<file path="src/rtl/mw_eeprom_pkg.sv">
// Shared constants for the 93C46-style (x8, 128 B) Microwire EEPROM responder.
// Latency: n/a (declarations only).
// Backpressure: n/a.
package mw_eeprom_pkg;

    localparam int ADDR_W = 7;
    localparam int DATA_W = 8;
    localparam int DEPTH  = 1 << ADDR_W;

    // Two-bit opcodes that follow the start bit
    localparam logic [1:0] OP_EXT   = 2'b00;
    localparam logic [1:0] OP_WRITE = 2'b01;
    localparam logic [1:0] OP_READ  = 2'b10;
    localparam logic [1:0] OP_ERASE = 2'b11;

    // Extended sub-codes carried in ADDR[6:5] when the opcode is OP_EXT
    localparam logic [1:0] EXT_EWDS = 2'b00;
    localparam logic [1:0] EXT_WRAL = 2'b01;
    localparam logic [1:0] EXT_ERAL = 2'b10;
    localparam logic [1:0] EXT_EWEN = 2'b11;

    // Command FSM states
    localparam logic [2:0] ST_IDLE    = 3'd0;
    localparam logic [2:0] ST_START   = 3'd1;
    localparam logic [2:0] ST_OPC     = 3'd2;
    localparam logic [2:0] ST_ADDR    = 3'd3;
    localparam logic [2:0] ST_RD_OUT  = 3'd4;
    localparam logic [2:0] ST_DATA_IN = 3'd5;
    localparam logic [2:0] ST_EXEC    = 3'd6;
    localparam logic [2:0] ST_DONE    = 3'd7;

endpackage

</file>
<file path="src/rtl/microwire_eeprom_emu_if.sv">
// Bundle of the Microwire pins and the fabric host port of the EEPROM emulator.
// Latency: n/a (wires only).
// Backpressure: none; the host port is a plain strobe, the Microwire side is master-clocked.
// master: drives EEPROM_CS/SK/DI and HOST_WE/ADDR/WD; observes EEPROM_DO, HOST_RD, BUSY_OUT.
// slave : the emulator, the opposite direction.
interface microwire_eeprom_emu_if;
    import mw_eeprom_pkg::*;

    logic              EEPROM_CS;
    logic              EEPROM_SK;
    logic              EEPROM_DI;
    logic              EEPROM_DO;
    logic              HOST_WE;
    logic [ADDR_W-1:0] HOST_ADDR;
    logic [DATA_W-1:0] HOST_WD;
    logic [DATA_W-1:0] HOST_RD;
    logic              BUSY_OUT;

    modport master (
        output EEPROM_CS, EEPROM_SK, EEPROM_DI, HOST_WE, HOST_ADDR, HOST_WD,
        input  EEPROM_DO, HOST_RD, BUSY_OUT
    );

    modport slave (
        input  EEPROM_CS, EEPROM_SK, EEPROM_DI, HOST_WE, HOST_ADDR, HOST_WD,
        output EEPROM_DO, HOST_RD, BUSY_OUT
    );

endinterface

</file>
<file path="src/rtl/mw_sync_edge.sv">
// Brings the asynchronous Microwire CS/SK/DI into the CLK domain; flags SK rising edges.
// Latency: 2 CLK for CS/DI, SK rise pulse valid 2 CLK after the pin edge.
// Backpressure: none.
// Ports: CLK/RST, i_cs/i_sk/i_di raw pins, o_cs/o_di synchronised levels, o_sk_rise one-cycle pulse.
module mw_sync_edge (
    input  logic CLK,
    input  logic RST,
    input  logic i_cs,
    input  logic i_sk,
    input  logic i_di,
    output logic o_cs,
    output logic o_di,
    output logic o_sk_rise
);

    logic [1:0] r_cs_ff;
    logic [1:0] r_sk_ff;
    logic [1:0] r_di_ff;
    logic       r_sk_d;

    always_ff @(posedge CLK) begin
        if (RST) begin
            r_cs_ff <= 2'b00;
            r_sk_ff <= 2'b00;
            r_di_ff <= 2'b00;
            r_sk_d  <= 1'b0;
        end else begin
            r_cs_ff <= {r_cs_ff[0], i_cs};
            r_sk_ff <= {r_sk_ff[0], i_sk};
            r_di_ff <= {r_di_ff[0], i_di};
            r_sk_d  <= r_sk_ff[1];
        end
    end

    // DI travels through the same two stages as SK, so the bit seen at an
    // SK rise is the one the master set up before that rise.
    assign o_cs      = r_cs_ff[1];
    assign o_di      = r_di_ff[1];
    assign o_sk_rise = r_sk_ff[1] & ~r_sk_d;

endmodule

</file>
<file path="src/rtl/microwire_eeprom_emu.sv">
// 93C46-compatible (x8, 128 B) Microwire EEPROM responder with a fabric host port.
// Latency: DO updates 3 CLK after an SK rise; HOST_RD is mem[HOST_ADDR] one CLK later.
// Backpressure: none; commands arriving while busy are held off in START until the busy timer expires.
// Ports: CLK, RST (sync, active high), bus (slave modport: Microwire pins, host port, BUSY_OUT).
module microwire_eeprom_emu #(
    parameter logic [15:0] BUSY_CYCLES = 16'd200,
    parameter logic        WP_DEFAULT  = 1'b1
) (
    input  logic                 CLK,
    input  logic                 RST,
    microwire_eeprom_emu_if.slave bus
);
    import mw_eeprom_pkg::*;

    logic w_cs;
    logic w_di;
    logic w_sk_rise;

    mw_sync_edge u_sync (
        .CLK       (CLK),
        .RST       (RST),
        .i_cs      (bus.EEPROM_CS),
        .i_sk      (bus.EEPROM_SK),
        .i_di      (bus.EEPROM_DI),
        .o_cs      (w_cs),
        .o_di      (w_di),
        .o_sk_rise (w_sk_rise)
    );

    logic [2:0]        r_state;
    logic [3:0]        r_bit_cnt;
    logic [1:0]        r_op;
    logic [ADDR_W-1:0] r_addr;
    logic [DATA_W-1:0] r_data;
    logic [15:0]       r_busy_cnt;
    logic              r_wp;
    logic              r_do;
    logic [DATA_W-1:0] r_host_rd;
    logic [DATA_W-1:0] r_mem [0:DEPTH-1];

    logic [ADDR_W-1:0] w_addr_nxt;
    logic [ADDR_W-1:0] w_addr_inc;
    logic [DATA_W-1:0] w_data_nxt;
    logic              w_busy;
    logic [15:0]       w_busy_nxt;
    logic              w_is_prog;
    logic              w_mw_we;
    logic              w_mw_all;
    logic [DATA_W-1:0] w_mw_wd;
    logic              w_set_wp;
    logic              w_clr_wp;

    assign w_addr_nxt = {r_addr[ADDR_W-2:0], w_di};
    assign w_addr_inc = r_addr + 7'd1;
    assign w_data_nxt = {r_data[DATA_W-2:0], w_di};
    assign w_busy     = (r_busy_cnt != 16'd0);

    // Command execution happens in the single EXEC cycle following the last bit.
    always_comb begin
        w_is_prog = 1'b0;
        w_mw_all  = 1'b0;
        w_mw_wd   = r_data;
        w_set_wp  = 1'b0;
        w_clr_wp  = 1'b0;
        if (r_state == ST_EXEC) begin
            case (r_op)
                OP_WRITE: w_is_prog = 1'b1;
                OP_ERASE: begin
                    w_is_prog = 1'b1;
                    w_mw_wd   = 8'hFF;
                end
                OP_EXT: begin
                    case (r_addr[6:5])
                        EXT_EWEN: w_clr_wp = 1'b1;
                        EXT_EWDS: w_set_wp = 1'b1;
                        EXT_ERAL: begin
                            w_is_prog = 1'b1;
                            w_mw_all  = 1'b1;
                            w_mw_wd   = 8'hFF;
                        end
                        default: begin   // WRAL
                            w_is_prog = 1'b1;
                            w_mw_all  = 1'b1;
                        end
                    endcase
                end
                default: ;
            endcase
        end
    end

    // Write-protected program/erase commands are decoded but leave no trace.
    assign w_mw_we = w_is_prog & ~r_wp;

    always_comb begin
        w_busy_nxt = w_busy ? (r_busy_cnt - 16'd1) : 16'd0;
        if (w_mw_we) begin
            w_busy_nxt = BUSY_CYCLES;
        end
    end

    // Array is deliberately not reset so contents survive RST.
    // Microwire write is last so it wins over a host write to the same byte.
    always_ff @(posedge CLK) begin
        if (bus.HOST_WE) begin
            r_mem[bus.HOST_ADDR] <= bus.HOST_WD;
        end
        if (w_mw_we) begin
            if (w_mw_all) begin
                for (int i = 0; i < DEPTH; i++) begin
                    r_mem[i[ADDR_W-1:0]] <= w_mw_wd;
                end
            end else begin
                r_mem[r_addr] <= w_mw_wd;
            end
        end
    end

    always_ff @(posedge CLK) begin
        if (RST) begin
            r_host_rd <= '0;
        end else begin
            r_host_rd <= r_mem[bus.HOST_ADDR];
        end
    end

    always_ff @(posedge CLK) begin
        if (RST) begin
            r_state    <= ST_IDLE;
            r_bit_cnt  <= 4'd0;
            r_op       <= 2'b00;
            r_addr     <= '0;
            r_data     <= '0;
            r_busy_cnt <= 16'd0;
            r_wp       <= WP_DEFAULT;
            r_do       <= 1'b1;
        end else begin
            // The busy timer runs independently of CS.
            r_busy_cnt <= w_busy_nxt;
            if (w_clr_wp) r_wp <= 1'b0;
            if (w_set_wp) r_wp <= 1'b1;

            if (!w_cs) begin
                r_state   <= ST_IDLE;
                r_do      <= 1'b1;
                r_bit_cnt <= 4'd0;
            end else begin
                case (r_state)
                    ST_IDLE: begin
                        r_state <= ST_START;
                        r_do    <= (w_busy_nxt == 16'd0);
                    end
                    ST_START: begin
                        // DO reports ready/busy until a start bit is taken;
                        // SK edges are not consumed while busy.
                        r_do <= (w_busy_nxt == 16'd0);
                        if (!w_busy && w_sk_rise && w_di) begin
                            r_state   <= ST_OPC;
                            r_bit_cnt <= 4'd0;
                        end
                    end
                    ST_OPC: begin
                        if (w_sk_rise) begin
                            r_op <= {r_op[0], w_di};
                            if (r_bit_cnt == 4'd1) begin
                                r_state   <= ST_ADDR;
                                r_bit_cnt <= 4'd0;
                            end else begin
                                r_bit_cnt <= r_bit_cnt + 4'd1;
                            end
                        end
                    end
                    ST_ADDR: begin
                        if (w_sk_rise) begin
                            r_addr <= w_addr_nxt;
                            if (r_bit_cnt == 4'd6) begin
                                r_bit_cnt <= 4'd0;
                                case (r_op)
                                    OP_READ: begin
                                        r_do    <= 1'b0;   // dummy bit
                                        r_data  <= r_mem[w_addr_nxt];
                                        r_state <= ST_RD_OUT;
                                    end
                                    OP_WRITE: r_state <= ST_DATA_IN;
                                    OP_ERASE: r_state <= ST_EXEC;
                                    default: begin
                                        r_state <= (w_addr_nxt[6:5] == EXT_WRAL) ? ST_DATA_IN : ST_EXEC;
                                    end
                                endcase
                            end else begin
                                r_bit_cnt <= r_bit_cnt + 4'd1;
                            end
                        end
                    end
                    ST_DATA_IN: begin
                        if (w_sk_rise) begin
                            r_data <= w_data_nxt;
                            if (r_bit_cnt == 4'd7) begin
                                r_state   <= ST_EXEC;
                                r_bit_cnt <= 4'd0;
                            end else begin
                                r_bit_cnt <= r_bit_cnt + 4'd1;
                            end
                        end
                    end
                    ST_RD_OUT: begin
                        if (w_sk_rise) begin
                            r_do <= r_data[DATA_W-1];
                            if (r_bit_cnt == 4'd7) begin
                                // Sequential read: prefetch the next byte, wrapping at 127.
                                r_addr    <= w_addr_inc;
                                r_data    <= r_mem[w_addr_inc];
                                r_bit_cnt <= 4'd0;
                            end else begin
                                r_data    <= {r_data[DATA_W-2:0], 1'b0};
                                r_bit_cnt <= r_bit_cnt + 4'd1;
                            end
                        end
                    end
                    ST_EXEC: r_state <= ST_DONE;
                    ST_DONE: ;
                    default: r_state <= ST_IDLE;
                endcase
            end
        end
    end

    assign bus.EEPROM_DO = r_do;
    assign bus.HOST_RD   = r_host_rd;
    assign bus.BUSY_OUT  = w_busy;

endmodule

</file>
<file path="src/flat_wrapper.sv">
// flat-port wrapper written by rule: the top's interface ports become plain ports
module microwire_eeprom_emu_flat import mw_eeprom_pkg::*;
#(
    parameter logic [15:0] BUSY_CYCLES = 16'd200,
    parameter logic        WP_DEFAULT  = 1'b1
)
  (CLK, RST, bus_EEPROM_CS, bus_EEPROM_SK, bus_EEPROM_DI, bus_HOST_WE, bus_HOST_ADDR, bus_HOST_WD, bus_EEPROM_DO, bus_HOST_RD, bus_BUSY_OUT);
  microwire_eeprom_emu_if bus_i ();
  input  logic CLK;
  input  logic RST;
  input wire logic [$bits(bus_i.EEPROM_CS)-1:0] bus_EEPROM_CS;
  input wire logic [$bits(bus_i.EEPROM_SK)-1:0] bus_EEPROM_SK;
  input wire logic [$bits(bus_i.EEPROM_DI)-1:0] bus_EEPROM_DI;
  input wire logic [$bits(bus_i.HOST_WE)-1:0] bus_HOST_WE;
  input wire logic [$bits(bus_i.HOST_ADDR)-1:0] bus_HOST_ADDR;
  input wire logic [$bits(bus_i.HOST_WD)-1:0] bus_HOST_WD;
  output wire logic [$bits(bus_i.EEPROM_DO)-1:0] bus_EEPROM_DO;
  output wire logic [$bits(bus_i.HOST_RD)-1:0] bus_HOST_RD;
  output wire logic [$bits(bus_i.BUSY_OUT)-1:0] bus_BUSY_OUT;
  assign bus_i.EEPROM_CS = bus_EEPROM_CS;
  assign bus_i.EEPROM_SK = bus_EEPROM_SK;
  assign bus_i.EEPROM_DI = bus_EEPROM_DI;
  assign bus_i.HOST_WE = bus_HOST_WE;
  assign bus_i.HOST_ADDR = bus_HOST_ADDR;
  assign bus_i.HOST_WD = bus_HOST_WD;
  assign bus_EEPROM_DO = bus_i.EEPROM_DO;
  assign bus_HOST_RD = bus_i.HOST_RD;
  assign bus_BUSY_OUT = bus_i.BUSY_OUT;
  microwire_eeprom_emu #(.BUSY_CYCLES(BUSY_CYCLES), .WP_DEFAULT(WP_DEFAULT)) u_core (.CLK(CLK), .RST(RST), .bus(bus_i));
endmodule
</file>
<file path="config.mk">
export PLATFORM = sky130hd
export DESIGN_NAME = microwire_eeprom_emu_flat
export DESIGN_NICKNAME = d
export VERILOG_FILES = /design/src/rtl/mw_eeprom_pkg.sv /design/src/rtl/microwire_eeprom_emu_if.sv /design/src/rtl/mw_sync_edge.sv /design/src/rtl/microwire_eeprom_emu.sv /design/src/flat_wrapper.sv
export SDC_FILE = /design/constraint.sdc
export NUM_CORES = 2
export LEC_CHECK = 0
export CAP_MARGIN = 20
export CELL_PAD_IN_SITES_DETAIL_PLACEMENT = 0
export CELL_PAD_IN_SITES_GLOBAL_PLACEMENT = 2
export CORE_MARGIN = 4
export CORE_UTILIZATION = 48
export CTS_CLUSTER_SIZE = 16
export DETAILED_ROUTE_END_ITERATION = 7
export PLACE_DENSITY_LB_ADDON = 0.1
export SYNTH_ARGS = -nofsm -noshare
export SYNTH_HDL_FRONTEND = slang
export SYNTH_HIERARCHICAL = 1
export SYNTH_SLANG_ARGS = --single-unit
</file>
<file path="constraint.sdc">
create_clock -name CLK -period 8.2 [get_ports CLK]
set_input_delay 1.23 -clock CLK [delete_from_list [all_inputs] [get_ports CLK]]
set_output_delay 1.23 -clock CLK [all_outputs]
set_load 0.05 [all_outputs]
</file>
=== After elaboration in Yosys (flattened, before gate mapping) ===
Memories as Yosys holds them, arrays and structs flattened. A register that Yosys moved wholly into a read port is not among the register bits.
Cells that the tools add are included.

* Memory bits (writable): 1024
* Memories kept: 1
* Output and inout port bits: 10
* Register bits: 49

* Bitwise operators: 5
* Muxes and demuxes: 61
* $add $sub $neg: 3
* Eq/ne operators: 26
* Reductions and logical operators: 26

{| class="wikitable"
|+ Memory list
! name !! words !! bits a word !! read ports !! clocked after Yosys merged registers in !! write ports !! line !! text
|-
| u_core.r_mem || 128 || 8 || 3 || 1 || 129 || microwire_eeprom_emu.sv:39 || <nowiki>logic [DATA_W-1:0] r_mem [0:DEPTH-1];</nowiki>
|}

{| class="wikitable"
|+ Operators with widths
! kind !! count
|-
| two-way mux 8 bit || 9
|-
| two-way mux 16 bit || 2
|-
| two-way mux 4 bit || 7
|-
| two-way mux 7 bit || 4
|-
| one-hot mux 8 bit (3 select lines) || 1
|-
| two-way mux 1 bit || 23
|-
| two-way mux 3 bit || 7
|-
| inequality test 2 x 1 -> 1 bit (second input constant) || 10
|-
| one-hot mux 3 bit (6 select lines) || 1
|-
| zero test 16 bit || 1
|-
| one-hot mux 4 bit (4 select lines) || 1
|-
| one-hot mux 8 bit (2 select lines) || 1
|-
| nonzero test 16 bit || 1
|-
| subtractor 16 x 1 -> 16 bit (second input constant) || 1
|-
| AND reduction 5 bit || 3
|-
| one-hot mux 7 bit (2 select lines) || 1
|-
| OR reduction 2 bit || 6
|-
| equality test 3 bit (second input constant) || 3
|-
| one-hot mux 3 bit (3 select lines) || 1
|-
| equality test 2 bit (second input constant) || 4
|-
| equality test 4 x 3 -> 1 bit (second input constant) || 2
|-
| AND reduction 8 bit || 1
|-
| OR reduction 8 bit || 1
|-
| adder 7 x 1 -> 7 bit (second input constant) || 1
|-
| 21 further kinds || 29
|}

=== Depth between registers and ports, before layout ===
* Depth in word-level cells: 10
* Mapped depth: 13
* Gate-level depth less buffers: 9

=== By module ===
Netlist, hierarchy kept.

{| class="wikitable"
|+ By module, submodules not included
! module !! instances !! cells an instance !! seq. area each (um^2) !! area an instance (um^2)
|-
| microwire_eeprom_emu || 1 || 6462 || 31750.5 || 70273.6
|-
| mw_sync_edge || 1 || 15 || 140.1 || 190.2
|}

=== Least setup slack after synthesis ===
Ideal clock, no wire load.

* Path kind: in2reg
* Start point: input port bus_HOST_ADDR[1]
* End point: memory u_core.r_mem[55][0], enable pin
* Path slack: 4.396 ns
* Stages: 7
* Data required time: 7.796 ns
* Arrival: 3.400 ns
* Setup time: 0.404 ns
* Buffers on the path: 5
* Cells stage by stage: buf_2 buf_4 buf_4 buf_2 buf_4 nand2_1 o311ai_0

{| class="wikitable"
|+ RTL lines
! what !! line !! text
|-
| from (decl) || flat_wrapper.sv:15 || <nowiki>input wire logic [$bits(bus_i.HOST_ADDR)-1:0] bus_HOST_ADDR;</nowiki>
|-
| to (decl) || microwire_eeprom_emu.sv:39 ||
|}

==> qor.yml <==
min_path:
  min_path_type: "flip-flop to flip-flop"
  worstHoldPathCells: 1
timing:
  setup_viol_count_final: 0
  fmax_mhz: 198
  finalHoldViolations: 0
  period_share_pct: 61.7
  drv_slew: 0
  worst_pin_slew_ps: 1370
  max-slew-margin-rel_pct: 8.52
  period_needed_ps: 5060
  fin_setup_tns_ps: 0
  rsz0062_at_grt: "false"
  fin_hold_ws_ps: 445
  skew_ps: 36.9
yosys:
  ys_types: 91
  ys_seq_area_share_pct: 45.3
  synth-simple-area-share_pct: 10.9
  synth_top_family_by_area: "multiplexers"
  ys_seq_elements: 1081
  avgSynthCellArea_sq_um: 10.9
  syn_nets: 6511
  synth_mux_area_share_pct: 20.5
  synth_cells: 6477
  async_flop_share_pct: 0
  ys_warn_count: 6
  syn-cell-area_sq_mm: 0.0705
  synth_compound_area_share_pct: 17.7
  synth_xor_area_share_pct: 0.309
  synthAdderAreaFrac_pct: 0.231
  synth_edf_count: 1024
  synth_ff_type: "edfxtp_1"
setup_path:
  cpMostUsedCell: "buf_4"
  r2r_slack_ps: 3140
  crit_path_max_incr_delay_ps: 820
  arrival_ps: 5530
  cp-start-kind: "flip-flop"
  critical_path_required_ps: 8670
  ff2ff_path_depth: 10
  endpoint_kind: "flip-flop"
  crit_type: "flip-flop to flip-flop"
  cp_max_fo: 55
  path_cells: "buf_4 > clkinv_1 > ha_1 > nor2_1 > nor3_2 > buf_4 > o21a_4 > mux2i_4 > buf_4 > a21oi_1"
  critPathSlowestCell: "buf_4"
drt:
  first_pass_iters: 8
  via_per_inst: 7.84
  remaining_drc_errors: 4
  wire_per_inst_um: 44.9
  drt_iter0_drc: 12400
  drt.antenna.violating_nets: 0
  wl_um: 366000
  vias: 63800
floorplan:
  ios: 31
  num_rows: 140
  die_w_um: 391
  core-area_sq_mm: 0.146
  die_area_sq_mm: 0.153
  initial_core_util_pct: 48.3
  die-height_um: 391
power_and_ir_drop:
  p_leak_uw: 0.0258
  power_density_mw_per_mm2: 176
  peakVddDrop_v: 0.000172
final_layout:
  fillerInstances: 12800
  nets: 6122
  drive_gt1_share_pct: 17.4
  areaGrowthSynthToFinish_pct: 8.12
clocking:
  cts_buffer_depth: 3
  hold_buffers: 0
  clkTransAtPathRegs_ps: 60
  cts_root_buf: "clkbuf_16"
  cts_tree: "yes"
  clock_latency_ps: 790
  ctsResizeCount: 0
  numCtsBuffers: 131
  htree_levels: 4
  clock_sinks: 1081
  cts_setup_buffers: 0
place:
  finalWeightedCongestion: 1.07
  dp_hpwl_um: 245000
  port_buffers: 30
global_routing:
  grt_first_pass_wirelength_um: 496000
  grt.overflow.total: 0
  grt_pass1_vias: 57500
  grt_antenna_before_repair: 27
  grt_max_degree: 138
  track_usage_pct: 47.0
status:
  status: "finished with violations"
  violations: "design-rule violations"
flow_run:
  max_cap_viol_count: 0
==> cell type report <==
| class | instances | area (sq um) | area share (%) |
|---|---|---|---|
| multi-input combinational | 4621 | 35300 | 46.4 |
| sequential | 1081 | 31900 | 41.9 |
| clock buffer | 169 | 3540 | 4.64 |
| tap | 1917 | 2400 | 3.15 |
| timing repair buffer | 228 | 2070 | 2.72 |
| clock inverter | 68 | 786 | 1.03 |
| inverter | 25 | 96.3 | 0.126 |
| antenna | 25 | 62.6 | 0.0821 |
==> worst paths after layout <==
path                                                          start                                   to
worst min-delay path            u_core/u_sync/r_sk_ff[0]$_SDFF_PP0_  u_core/u_sync/r_sk_ff[1]$_SDFF_PP0_
worst min register to register  u_core/u_sync/r_sk_ff[0]$_SDFF_PP0_  u_core/u_sync/r_sk_ff[1]$_SDFF_PP0_
worst max register to register        u_core/r_addr[5]$_SDFFE_PP0P_        u_core/r_mem[64][2]$_DFFE_PP_
worst max-delay path                  u_core/r_addr[5]$_SDFFE_PP0P_        u_core/r_mem[64][2]$_DFFE_PP_
==> metrics by stage <==
stage	setup WS (ps)	utilization (%)	power [uW]	std cells	cell area, sq um
2_1_floorplan	4400	-	7010	6477	70500
3_3_place_gp	2700	49.1	7440	7847	71600
3_5_place_dp	2920	49.2	7470	7861	71700
4_1_cts	3400	52.2	13400	8098	76000
5_1_grt	3230	52.2	13800	8109	76100
6_report	3140	52.3	13400	8134	76200
==> worst max-delay path: cells and delay by family, from the launching register on <==
kind                       cells  cell delay, ps
buffers and inverters          4            1980
AOI/OAI and AO/OA              2             530
adders and majority gates      1             630
and+or+nand+nor                2             300
muxes                          1             740
DFF                            1             310
==> per-layer routing <==
metal,track usage [%],part of all wire (%)
met1,60.3,34
met2,66.7,42
met3,16.3,15
met4,32.8,9.0
met5,0,0.039
==> logic make-up (layout without fill, tap and decap cells) <==
kind of cell,Yosys count,in the layout
DFF,1081,1081
adders and majority gates,13,13
and+or+nand+nor,1860,1860
muxes,724,724
buffers and inverters,775,490
other,0,25
xor gates and xnor gates,21,21
AOI/OAI and AO/OA,2003,2003
==> Yosys cell counts (7+ instances only) <==
cell          n  area, sq um
a2111oi_0     8         70.1
a211oi_1     20          150
a21oi_1    1100         5510
a221o_1      22          220
a221oi_1     93          815
a22o_1       57          499
a22oi_1     274         2060
a311oi_1     11         96.3
a31oi_1      55          344
a32oi_1       8         70.1
a41oi_1      27          236
and2_1       14         87.6
and3_1       29          181
buf_1        76          285
buf_2       219         1100
buf_4        55          413
buf_6        22          248
clkbuf_1    375         1410
dfxtp_1      57         1140
edfxtp_1   1024        30700
ha_1         13          163
inv_1        18         67.6
mux2_2       45          507
mux2i_1     108         1080
mux4_2      570        12800
nand2_1     395         1480
nand3_1      97          485
nand4_1      39          244
nor2_1     1151         4320
nor2b_1      31          194
nor3_1       36          180
o2111ai_1     9         78.8
o211ai_1    138         1040
o21a_1       11         82.6
o21ai_0      56          280
o21ai_1      13         65.1
o221ai_1     15          131
o22ai_1      17          106
o2bb2ai_1     8         70.1
o31ai_1       8         60.1
or3_1         9         56.3
or4_1         7         52.6
xnor2_1      15          131
==> flip-flops by register name, summed over array words and instances (netlist names), 2 cells and up <==
signal                 flops
u_core/r_mem            1024
u_core/r_addr              7
u_core/r_bit_cnt           4
u_core/r_op                2
u_core/u_sync/r_sk_ff      2
u_core/u_sync/r_cs_ff      2
u_core/r_busy_cnt         16
u_core/bus.HOST_RD         8
u_core/u_sync/r_di_ff      2
u_core/r_data              8
u_core/r_state             3
==> placed cells by master, fill, tap and decap left out, drive strengths merged, types with 27 or more instances in the layout <==
cell type and n:
nor2 1153, a21oi 1100, edfxtp 1024, mux4 570
nand2 395, a22oi 274, buf 202, clkbuf 170
o211ai 138, mux2i 108, nand3 97, a221oi 94
o21ai 69, a22o 57, dfxtp 57, a31oi 55
mux2 46, clkinv 43, nand4 39, nor3 39
nor2b 31, and3 29, a41oi 27, inv 27
==> report_power, final <==
group / leakage (uW) / switching [uW] / internal [uW]
clock: 0.00207 / 2540 / 3500
sequential: 0.00967 / 58.3 / 6080
combinational: 0.0140 / 849 / 412
total: 0.0258 / 3450 / 10000
Power figures use the tool's default switching activity.
